`src/rtl/count_ctrl.sv`:
```
// Two-digit BCD up/down counter with a cycle prescaler and an IDLE/RUN/PAUSE/DONE control FSM.
// Each count step emits a registered one-cycle tick; done flags that the terminal value was reached.
module count_ctrl #(
    parameter int unsigned DIV  = 50000000,
    parameter logic [7:0]  TERM = 8'h59
) (
    input  logic       clk,
    input  logic       rst,
    input  logic       start,
    input  logic       pause,
    input  logic       clear,
    input  logic       up_dn,
    output logic       tick,
    output logic [3:0] digit_lo,
    output logic [3:0] digit_hi,
    output logic [1:0] state,
    output logic       done
);

    localparam int PW = (DIV > 1) ? $clog2(DIV) : 1;

    typedef enum logic [1:0] {
        IDLE   = 2'b00,
        RUN    = 2'b01,
        PAUSED = 2'b10,
        FINISH = 2'b11
    } state_t;

    state_t          cur;
    logic [PW-1:0]   presc;
    logic [7:0]      cnt;
    logic            dir;
    logic            step;
    logic            hit;
    logic [7:0]      nxt_cnt;

    function automatic logic [7:0] bcd_inc(input logic [7:0] v);
        if (v[3:0] == 4'd9)
            return {((v[7:4] == 4'd9) ? 4'd0 : v[7:4] + 4'd1), 4'd0};
        return {v[7:4], v[3:0] + 4'd1};
    endfunction

    function automatic logic [7:0] bcd_dec(input logic [7:0] v);
        if (v[3:0] == 4'd0)
            return {((v[7:4] == 4'd0) ? 4'd9 : v[7:4] - 4'd1), 4'd9};
        return {v[7:4], v[3:0] - 4'd1};
    endfunction

    // Step fires on the last prescaler phase; terminal detection looks at the post-step value.
    always_comb begin
        step    = (cur == RUN) && (presc == PW'(DIV - 1));
        nxt_cnt = dir ? bcd_inc(cnt) : bcd_dec(cnt);
        hit     = dir ? (nxt_cnt == TERM) : (nxt_cnt == 8'h00);
    end

    always_ff @(posedge clk or negedge rst) begin
        if (!rst) begin
            cur   <= IDLE;
            presc <= '0;
            cnt   <= 8'h00;
            dir   <= 1'b1;
            tick  <= 1'b0;
            done  <= 1'b0;
        end else begin
            tick <= 1'b0;
            if (clear) begin
                cur   <= IDLE;
                presc <= '0;
                cnt   <= 8'h00;
                done  <= 1'b0;
            end else begin
                unique case (cur)
                    IDLE: begin
                        if (start) begin
                            cur   <= RUN;
                            dir   <= up_dn;
                            presc <= '0;
                            cnt   <= up_dn ? 8'h00 : TERM;
                        end
                    end
                    RUN: begin
                        // A pause arriving on the step edge still takes the step first.
                        presc <= step ? '0 : presc + PW'(1);
                        if (step) begin
                            cnt  <= nxt_cnt;
                            tick <= 1'b1;
                            if (hit) begin
                                cur  <= FINISH;
                                done <= 1'b1;
                            end else if (pause) begin
                                cur <= PAUSED;
                            end
                        end else if (pause) begin
                            cur <= PAUSED;
                        end
                    end
                    PAUSED: begin
                        if (!pause && start)
                            cur <= RUN;
                    end
                    default: ;
                endcase
            end
        end
    end

    assign state    = cur;
    assign digit_lo = cnt[3:0];
    assign digit_hi = cnt[7:4];

endmodule
```
`config.mk`:
```
export PLATFORM = sky130hd
export DESIGN_NAME = count_ctrl
export DESIGN_NICKNAME = d
export VERILOG_FILES = /design/src/rtl/count_ctrl.sv
export SDC_FILE = /design/constraint.sdc
export NUM_CORES = 1
export LEC_CHECK = 0
export BUFFER_PORTS_ARGS = -buffer_cell sky130_fd_sc_hd__buf_2
export CAP_MARGIN = 20
export CORE_UTILIZATION = 45
export CTS_BUF_LIST = sky130_fd_sc_hd__clkbuf_8
export DETAILED_ROUTE_END_ITERATION = 7
export PLACE_DENSITY = 0.7
export REMOVE_ABC_BUFFERS = 1
export SETUP_SLACK_MARGIN = 0.4
export SYNTH_ARGS = -nofsm -noshare
export SYNTH_HDL_FRONTEND = slang
export SYNTH_SLANG_ARGS = --single-unit
```
`constraint.sdc`:
```
create_clock -name clk -period 2.6 [get_ports clk]
set_input_delay 0.39 -clock clk [delete_from_list [all_inputs] [get_ports clk]]
set_output_delay 0.39 -clock clk [all_outputs]
set_load 0.03 [all_outputs]
```
==> metrics <==
clock-pin slew on the worst setup and hold paths=around 0.070 ns; Critical Path AT=about 2.4 ns; leading area contributor after synthesis=dfrtp_1; post-synthesis cell area=roughly 2500 um2; most numerous cell in the Yosys netlist=dfrtp_1; Core ar.=roughly 5200 um2; CP max stage delay=0.51 ns; RePlAce Congestion=just under 0.9; prevailing post-synth register cell=dfrtp_1; Max IR drop VDD=between 0.2 and 0.3 mV; Synth Area per Inst=8.723 um2; slack of the worst reg-to-reg path=about 0.48 ns; Crit path required time=around 2.8 ns; CTS sink cnt=39; Clock Path Buffers=2; Setup crit end kind=flip-flop; FF+latch area=around 980 um2; layout cell share with drive strength beyond 1=17.86%; Die Ht=between 70 and 80 um; RSZ-0062 raised after global routing=true; Tmin final=2.124 ns; FP Rows=26; synth top area cells=dfrtp_1 38%, nor2_1 5.2%, xor2_1 4.9%, nand2_1 3.8%, nand4_1 3.5%; Final TNS setup=0 ns; hold_ws=0.2034 ns; die area=5806 um2; FF-to-FF Start=presc[1]; Seq/Total Area, Yosys=39.44%; Ant. Diodes=0; status=finished, final reports clean; Initial Util=around 48%; CP cell instances=ha_4, nand4_1, or4_4, or2_1, or4_1, o2bb2ai_1; period utilization=between 80% and 90%; CP max FO=3; CP max-delay cell=or4_1; hold crit path type=in2async; f_max=~470 MHz; Slew Viols, Final=0; first-pass GRT wire length=approximately 10 mm; worst slack, placed=~0.34 ns; maxcap violations=0; Area after DPL=between 2000 and 3000 um2; final setup violation count=0; die width=76.20 um; wire per inst=15.59 um; overflow left after global routing=0; Pre-antenna DRT Iters=4; DRT Wirelength=just under 6 mm; power density cells=about 470 nW/um2; Layout Skew=~0.0075 ns; H-tree depth=2; CTS Buf Count=5; pin count of the biggest net entering global routing=40; drt via density=between 6 and 7; clock root buffer=clkbuf_8; Reg2Reg Depth=6; clk_lat worst skew=between 0.2 and 0.3 ns; P&R area growth vs syn=13.23%; r2r endpoint=done; GRT Total Usage=between 20% and 30%; Crit Path Category=reg2reg; Initial DRC Count=approximately 150; Fillers=just over 500; initial antenna violation count=0; vias in the first global route=~2100; fin area=roughly 2800 um2; area fraction of the dominant cell type after synthesis=about two fifths; post-route DRC violation count=0; Synth Instances=~280; Final HPWL DP=around 4.3 mm; nets@finish=~310; routed via count=2296; ys async rst share=between 90% and 100%; crit start category=flip-flop; Seq cells post-synth=39; Synth cell types=64; final hold viol count=0; Total Power=roughly 1300 uW; Syn. warnings=0; setup ws final=0.4757 ns; Synth top cells by count=38 x dfrtp_1, 34 x nor2_1, 25 x nand2_1; IO Pins=18; hold-fix buffer count after cts=0; pin slew with the least headroom to its limit=around 0.87 ns; Post-synth EDFFs=0; TritonCTS clock tree=built; ANT nets after route=0; Static Leak=0.001123 uW; multi-input logic area=1424 um2; port bufs=17; max_slew headroom=approximately 42%
[report_power, final]
part / switching, uW / leakage (uW) / internal, uW
clock: 201 / 0.0000505 / 180
combinational: 160 / 0.000546 / 95.3
sequential: 44.0 / 0.000526 / 625
total: 405 / 0.00112 / 900
[area by class of cell]
type / count / area share [%]
clock buffers: 5 / 2.453
clock inverters: 3 / 0.4460
well taps: 70 / 3.122
flip-flops and latches: 39 / 35.10
inverters: 13 / 1.740
repair buffers: 29 / 6.378
multi-input cells: 219 / 50.76
[worst max path at each step]
stage	start	end
floorplan	presc[0]	cnt[3]
global placement	presc[0]	state[0]
detailed placement	presc[0]	done
CTS	presc[0]	done
global route	presc[21]	done
finish	presc[1]	done
[state kept, by name, summed over array words and instances (netlist names)]
register and cells:
dir 1, done 1, presc 26, tick 1, state 2, cnt 8
[cell usage in the layout (no fill, tap or decap), types with 4 or more instances in the layout]
cell type	netlist	layout
buf_2	2	17
inv_1	12	14
xor2_1	14	14
dfrtp_2	0	6
o22ai_1	7	7
nand3_1	14	13
nor4b_1	4	4
nand4_1	14	14
and4_1	4	4
o21ai_0	8	8
dfrtp_1	38	32
or4_1	5	5
clkbuf_8	0	5
a211oi_1	4	4
nand2b_1	6	6
nor2_1	34	34
nand2_1	25	25
buf_4	0	11
nor3_1	5	5
xnor2_1	7	7
a21oi_1	8	8
[critical path, delay by kind of cell (launching register included)]
| kind | cells | cell delay (ns) |
|---|---|---|
| compound gates | 1 | 0.13 |
| fa+ha+maj | 1 | 0.16 |
| flops | 1 | 0.41 |
| simple gates | 4 | 1.35 |
[through the flow]
step,utilization (%),std cells
3_5_place_dp,50.91,365
6_report,53.89,378
3_3_place_gp,50.91,365
2_1_floorplan,-,271
4_1_cts,52.72,373
5_1_grt,53.89,378
[metal layers]
metal	vias to the layer above	track usage [%]	share of wire, %
met1	1116	28.86	43
li1	1096	-	-
met2	72	35.45	49
met4	0	6.923	1.9
met3	12	3.713	5.6
met5	-	0	0
[kinds of logic after synthesis]
logic type / Yosys count / share of synthesized area, %
and+or+nand+nor: 137 / 30.76
AOI/OAI and AO/OA: 57 / 16.47
DFF: 39 / 39.44
buffers and inverters: 26 / 4.091
xor gates and xnor gates: 21 / 7.424
muxes: 3 / 1.313
adders and majority gates: 1 / 0.5050
[repair_timing]
item / 4_1_cts / 5_1_grt
pin swaps: 0 / 2
endpoints found under the hold margin: 0 / 0
gates resized for setup: 2 / 9
endpoints found under the setup margin: 5 / 9
buffers inserted: 0 / 5
Power figures use the tool's default switching activity.
